$ cat config.mk
export PLATFORM = sky130hd
export DESIGN_NAME = merge_seq_ctrl
export DESIGN_NICKNAME = d
export VERILOG_FILES = /design/src/rtl/merge_seq_ctrl.sv
export SDC_FILE = /design/constraint.sdc
export NUM_CORES = 1
export LEC_CHECK = 0
export CAP_MARGIN = 20
export CORE_MARGIN = 10
export CORE_UTILIZATION = 30
export DETAILED_ROUTE_END_ITERATION = 16
export GPL_ROUTABILITY_DRIVEN = 0
export PLACE_DENSITY = 0.58
export SKIP_CTS_REPAIR_TIMING = 1
export SYNTH_ARGS = -nofsm -noshare
export SYNTH_HDL_FRONTEND = slang
export SYNTH_SLANG_ARGS = --single-unit
$ cat constraint.sdc
create_clock -name clk -period 10 [get_ports clk]
set_clock_uncertainty 0.05 [all_clocks]
set_input_delay 2.5 -clock clk [delete_from_list [all_inputs] [get_ports clk]]
set_output_delay 2.5 -clock clk [all_outputs]
set_load 0.03 [all_outputs]
$ cat src/rtl/merge_seq_ctrl.sv
`default_nettype none
// ============================================================================
// Module      : merge_seq_ctrl
// Description : Iterative CORDIC merge-stage sequencer. It shares one
//               shift/negate unit and one adder across iterations K_FIRST..,
//               and presents the result through a valid/ready handshake.
// Revision    : 1.0 - initial release
// ============================================================================
module merge_seq_ctrl #(
    parameter int WIDTH   = 22,
    parameter int K_FIRST = 9,
    parameter int N_ITER  = 8
) (
    input  logic              clk,
    input  logic              rst,
    input  logic              start,
    output logic              in_ready,
    input  logic [WIDTH-1:0]  x_in,
    input  logic [WIDTH-1:0]  z_in,
    input  logic [N_ITER-1:0] dir_in,
    output logic              busy,
    output logic              out_valid,
    input  logic              out_ready,
    output logic [WIDTH-1:0]  z_out
);

    localparam int c_K_MAX = (K_FIRST + N_ITER > WIDTH) ? (K_FIRST + N_ITER) : WIDTH;
    localparam int c_KW    = $clog2(c_K_MAX + 1);
    localparam int c_IW    = (N_ITER > 1) ? $clog2(N_ITER) : 1;

    localparam logic [c_KW-1:0] c_K_FIRST     = c_KW'(K_FIRST);
    localparam logic [c_KW-1:0] c_SHIFT_LIMIT = c_KW'(WIDTH);
    localparam logic [c_IW-1:0] c_LAST_I      = c_IW'(N_ITER - 1);

    typedef enum logic [1:0] {
        S_IDLE = 2'd0,
        S_RUN  = 2'd1,
        S_DONE = 2'd2
    } state_t;

    state_t            r_state;
    logic [WIDTH-1:0]  r_x;
    logic [WIDTH-1:0]  r_acc;
    logic [N_ITER-1:0] r_dir;
    logic [c_KW-1:0]   r_k;
    logic [c_IW-1:0]   r_i;
    logic              r_in_ready;
    logic              r_busy;
    logic              r_out_valid;
    logic [WIDTH-1:0]  r_z_out;

    logic [WIDTH-1:0]  w_t;
    logic [WIDTH-1:0]  w_term;
    logic [WIDTH-1:0]  w_sum;
    logic              w_dir_bit;
    logic              w_last;

    // Shifts at or beyond the datapath width contribute nothing, for either sign.
    always_comb begin
        w_t       = (r_k >= c_SHIFT_LIMIT) ? '0 : (r_x >> r_k);
        w_dir_bit = r_dir[r_i];
        w_term    = w_dir_bit ? w_t : (~w_t + WIDTH'(1));
        w_sum     = r_acc + w_term;
        w_last    = (r_i == c_LAST_I);
    end

    always_ff @(posedge clk or posedge rst) begin
        if (rst) begin
            r_state     <= S_IDLE;
            r_x         <= '0;
            r_acc       <= '0;
            r_dir       <= '0;
            r_k         <= '0;
            r_i         <= '0;
            r_in_ready  <= 1'b1;
            r_busy      <= 1'b0;
            r_out_valid <= 1'b0;
            r_z_out     <= '0;
        end else begin
            case (r_state)
                S_IDLE: begin
                    if (start) begin
                        r_x        <= x_in;
                        r_acc      <= z_in;
                        r_dir      <= dir_in;
                        r_k        <= c_K_FIRST;
                        r_i        <= '0;
                        r_in_ready <= 1'b0;
                        r_busy     <= 1'b1;
                        r_state    <= S_RUN;
                    end
                end
                S_RUN: begin
                    r_acc <= w_sum;
                    r_k   <= r_k + c_KW'(1);
                    r_i   <= r_i + c_IW'(1);
                    if (w_last) begin
                        r_z_out     <= w_sum;
                        r_busy      <= 1'b0;
                        r_out_valid <= 1'b1;
                        r_state     <= S_DONE;
                    end
                end
                S_DONE: begin
                    if (out_ready) begin
                        r_out_valid <= 1'b0;
                        r_in_ready  <= 1'b1;
                        r_state     <= S_IDLE;
                    end
                end
                default: begin
                    r_state     <= S_IDLE;
                    r_in_ready  <= 1'b1;
                    r_busy      <= 1'b0;
                    r_out_valid <= 1'b0;
                end
            endcase
        end
    end

    assign in_ready  = r_in_ready;
    assign busy      = r_busy;
    assign out_valid = r_out_valid;
    assign z_out     = r_z_out;

endmodule
`default_nettype wire

# --- Yosys cells after proc, flatten, opt, wreduce, memory -nomap -nowiden ---
# Index checks and enable logic that the tools add are counted.
totals:
  reg_bits: 87
  latchBits: 0
  ramBits: 0
  romBits: 0
  wordCells: 59
  memories: 0
classes:
  n_addsub: 4
  mul: 0
  div: 0
  n_lt_le_gt_ge: 2
  eq_ne: 6
  shifts: 1
  mux: 23
  bitwise_logic: 4
  n_reduce_logical: 9
ops:
  columns: ["op", "n"]
  rows:
  - ["2-to-1 mux 22 bit", 3]
  - ["one-hot mux 22 bit (2 select lines)", 1]
  - ["adder 22 x 1 -> 22 bit (second input constant)", 1]
  - ["adder 22 bit", 1]
  - ["inverter 22 bit", 1]
  - ["right shift 22 x 5 -> 22 bit", 1]
  - ["AND reduction 3 bit", 4]
  - ["one-hot mux 5 bit (2 select lines)", 1]
  - ["one-hot mux 1 bit (3 select lines)", 3]
  - ["2-to-1 mux 1 bit", 7]
  - ["2-to-1 mux 2 bit", 3]
  - ["inequality test 2 bit (second input constant)", 3]
  - ["one-hot mux 2 bit (3 select lines)", 1]
  - ["one-hot mux 3 bit (2 select lines)", 1]
  - ["AND reduction 2 bit", 3]
  - ["adder 5 x 1 -> 5 bit (second input constant)", 1]
  - ["greater-or-equal comparator 5 bit (second input constant)", 1]
  - ["2-to-1 mux 5 bit", 1]
  - ["< comparator 3 x 4 -> 1 bit (second input constant)", 1]
  - ["adder 3 x 1 -> 3 bit (second input constant)", 1]
  - ["binary-select mux 1 bit (select 3 bit)", 1]
  - ["equality test 3 bit (second input constant)", 1]
  - ["2-to-1 mux 3 bit", 1]
  - ["inverter 1 bit", 3]
  - ["4 further kinds", 4]

# --- Longest topological paths before layout ---
logic_depth:
  word_depth: 7
  ltp_mapped: 25

# --- Worst setup path after synthesis ---
# No wires, ideal clock.
synth_path:
  path_type: "flip-flop to flip-flop"
  start: "register r_k[1]"
  end: "register r_z_out[21], in the netlist z_out[21]"
  arrival_ns: 4.667
  required_time_ns: 9.821
  slack_ns: 5.153
  path_stages_with_launch: 21
  path_buffers: 3
  period_less_slack_ns: 4.847
  path_cell_list: "dfrtp_1 > buf_6 > buf_6 > buf_2 > mux4_2 > mux2_2 > nand2_1 > o221ai_1 > or3_1 > o31ai_1 > xnor2_1 > ha_1 > a21o_1 > a21o_1 > a31oi_1 > o21ai_0 > a2111oi_0 > o21ai_0 > a31oi_1 > xnor2_1 > o21ai_1"
synth_via:
  elab_chain_cells: 6
  elab_cells_between_ends: 7
synth_rtl:
  columns: ["item", "line_no", "rtl"]
  rows:
  - ["from (decl)", "45", "logic [c_KW-1:0] r_k;"]
  - ["from (signal assigned)", "86", "r_k <= c_K_FIRST;"]
  - ["from (signal assigned)", "95", "r_k <= r_k + c_KW'(1);"]
  - ["right shift 22 x 5 -> 22 bit / greater-or-equal comparator 5 bit (equally long branches)", "60", "w_t = (r_k >= c_SHIFT_LIMIT) ? '0 : (r_x >> r_k);"]
  - ["2-to-1 mux 22 bit (*)", "60", null]
  - ["inverter 22 bit", "62", "w_term = w_dir_bit ? w_t : (~w_t + WIDTH'(1));"]
  - ["adder 22 x 1 -> 22 bit", "62", null]
  - ["2-to-1 mux 22 bit (*)", "62", null]
  - ["adder 22 bit (*)", "63", "w_sum = r_acc + w_term;"]
  - ["to (signal assigned)", "98", "r_z_out <= w_sum;"]
  - ["to (decl)", "50", "logic [WIDTH-1:0] r_z_out;"]
# Every way passes the cells marked *; elsewhere a longest branch is shown, timed or not.
# A chain may end at the register's enable or synchronous reset.

# --- Worst setup path in the final report ---
# Same ends and word-level chain as after synthesis.

==> flow_metrics.py <==
metrics = {
    "timing": {
        "setup_viol": 0,
        "rsz0062_at_grt": "false",
        "finalWorstSetupSlack_ps": 4520,
        "worst_pin_slew_ps": 973,
        "layout_min_cycle_time_ps": 5480,
        "max-slew-margin-rel_pct": 33.3,
        "finalHoldViolCount": 0,
        "period_share_pct": 54.8,
        "max_freq_ghz": 0.182,
        "maxSlewViolCount": 0,
        "setup_tns_ps": 0,
    },
    "clocking": {
        "cts-htree-levels": 3,
        "clock-sinks": 87,
        "cts_tree": "done",
        "clock_latency_ps": 350,
        "clk_pin_slew_ps": 60,
        "cts-root-buf": "clkbuf_16",
        "numCtsBuffers": 9,
        "clockBufferDepth": 2,
    },
    "cells_and_area": {
        "n_antenna_cell": 0,
        "mostFrequentLayoutCells": "nand2_1 (159), dfrtp_1 (86), clkdlybuf4s50_1 (80)",
        "nets": 830,
        "drive_above_1_share_pct": 9.75,
        "fin_util_pct": 37.3,
        "areaGrowthSynthToFinish_pct": 22.3,
        "final_common_cell": "nand2_1",
    },
    "route": {
        "drtIter0Drc": 322,
        "first_pass_iters": 4,
        "viasPerCell": 5.04,
        "drcViolationCount": 0,
        "routed_wl_mm": 16.1,
        "vias": 5138,
        "detail_route.wl_per_cell_um": 15.8,
        "ant_nets": 0,
    },
    "worst_hold_path": {
        "holdCritStartpoint": "z_out[14]$_DFFE_PP0P_",
        "hold_path_class": "flop to flop",
    },
    "die": {
        "die_w_um": 164,
        "fp-row-count": 52,
        "die_h_um": 164,
        "core_area_sq_um": 20300,
        "dieArea_sq_um": 26800,
        "start_util_pct": 30.5,
        "io_pins": 81,
    },
    "worst_setup_path": {
        "slowest_stage": "mux4_2",
        "worstPathArrival_ps": 5660,
        "reg2reg_from": "r_k[1]$_DFFE_PP0P_",
        "startpoint": "r_k[1]$_DFFE_PP0P_",
        "crit_fanout": 39,
        "reg2reg_depth": 18,
        "r2r_slack_ps": 4520,
        "worstSetupPathType": "flop to flop",
        "cp-endpoint": "z_out[21]$_DFFE_PP0P_",
        "endpoint_kind": "flop",
        "crit_chain": "buf_4, mux4_2, mux2i_1, o22ai_1, o21bai_1, or3_1, o31ai_1, xnor2_1, ha_1, a21o_1, a21o_1, a31oi_1, o21ai_0, a2111oi_0, o21ai_0, a31oi_1, xnor2_1, o21ai_1",
        "max_stage_delay_ps": 600,
        "setup.worst_path.start_class": "flop",
        "r2r_end": "z_out[21]$_DFFE_PP0P_",
        "cp.required_ps": 10180,
    },
    "grt": {
        "grt_pass1_wl_mm": 26.3,
        "grt_usage_pct": 12.0,
        "grt_overflow": 0,
        "grt_max_degree": 63,
        "antenna_found_initial": 0,
        "grt_pass1_vias": 4977,
    },
    "synthesis": {
        "ys_types": 70,
        "synth_ff_type": "dfrtp_1",
        "synth_nets": 766,
        "synth_seq_area_share_pct": 35.2,
        "synth-edff-count": 0,
        "avgSynthCellArea_sq_um": 9.10,
        "synth_area_sq_um": 6190,
        "synthArstFlopShare_pct": 100,
        "ys_seq_elements": 87,
        "synthCells": 680,
        "yosysWarnings": 0,
    },
    "job": {
        "maxCapViolations": 0,
    },
    "placed_design": {
        "dpl.hpwl_mm": 12.2,
        "io_buffers": 80,
        "place_ws_ps": 4160,
    },
    "status": {
        "status": "finished, final reports clean",
    },
}
[Yosys cell counts (4+ instances only)]
library cell | number | area, sq um
dfrtp_1 | 86 | 2150
nor3_1 | 13 | 65.1
a21o_1 | 12 | 90.1
a21oi_1 | 32 | 160
xor2_1 | 17 | 149
buf_1 | 5 | 18.8
o21ai_0 | 55 | 275
buf_2 | 6 | 30.0
nor2b_1 | 6 | 37.5
mux2_2 | 8 | 90.1
ha_1 | 29 | 363
buf_6 | 4 | 45.0
o21bai_1 | 9 | 67.6
clkbuf_1 | 19 | 71.3
mux2i_1 | 17 | 170
inv_1 | 13 | 48.8
mux4_2 | 25 | 563
xnor2_1 | 19 | 166
and3_1 | 4 | 25.0
nand3_1 | 9 | 45.0
a31oi_1 | 5 | 31.3
nand2_1 | 159 | 597
nor2_1 | 36 | 135
a22oi_1 | 21 | 158
[cells by family (layout without fill, tap and decap cells)]
logic type | Yosys count | count (layout) | share of synthesized area [%]
and+or+nand+nor | 247 | 247 | 17.2
AOI/OAI and AO/OA | 177 | 177 | 18.9
DFF | 87 | 87 | 35.2
muxes | 52 | 52 | 13.7
buffers and inverters | 51 | 120 | 3.76
xor gates and xnor gates | 36 | 36 | 5.09
adders and majority gates | 30 | 30 | 6.18
[per-layer routing]
layer | up-vias | track usage, % | wire length, um
li1 | 2591 | - | -
met1 | 2417 | 17.3 | 8270
met2 | 116 | 17.4 | 6820
met3 | 14 | 3.17 | 830
met4 | 0 | 3.09 | 174
met5 | - | 0 | 0
[how the worst min path moves through the flow]
stage                            end  cells past startpoint
5_1_grt         r_dir[4]$_DFFE_PP0P_                      2
3_3_place_gp    r_dir[7]$_DFFE_PP0P_                      2
4_1_cts         r_dir[4]$_DFFE_PP0P_                      2
3_5_place_dp    r_dir[4]$_DFFE_PP0P_                      2
6_report       z_out[14]$_DFFE_PP0P_                      2
2_1_floorplan   r_dir[2]$_DFFE_PP0P_                      2
[worst max-delay path, delay by kind of cell (launching register included)]
family	cells	cell delay, ps
buffers and inverters	1	410
AND/OR/NAND/NOR	1	370
adder cells (fa/ha/maj)	1	290
flip-flops	1	320
XOR/XNOR	2	320
AO/OA/AOI/OAI	11	2730
multiplexers	2	850
[registers in the layout, summed over array words and instances (netlist names)]
register and count:
z_out 22, r_acc 22, r_i 3, r_k 5, in_ready 1, r_state 2
r_dir 8, r_x 22, out_valid 1, busy 1
[per-stage QoR]
stage               area [sq um]  hold WS (ps)  instances
CTS                         7540           429       1018
finish                      7570           425       1019
floorplan                   6190           390        680
global placement            7220           410       1002
global route                7570           450       1019
detailed placement          7220           413       1002
[final cells by class]
type / count / area (sq um)
inverter: 16 / 61.3
clock buffer: 11 / 243
clock inverter: 5 / 81.3
sequential: 87 / 2180
fill: 2085 / 12700
timing repair buffer: 88 / 881
tap: 270 / 338
multi-input combinational: 542 / 3790
Power is left out: the tool's default activity adds up to more than one toggle a clock period on the data nets, which glitch-free logic cannot reach.
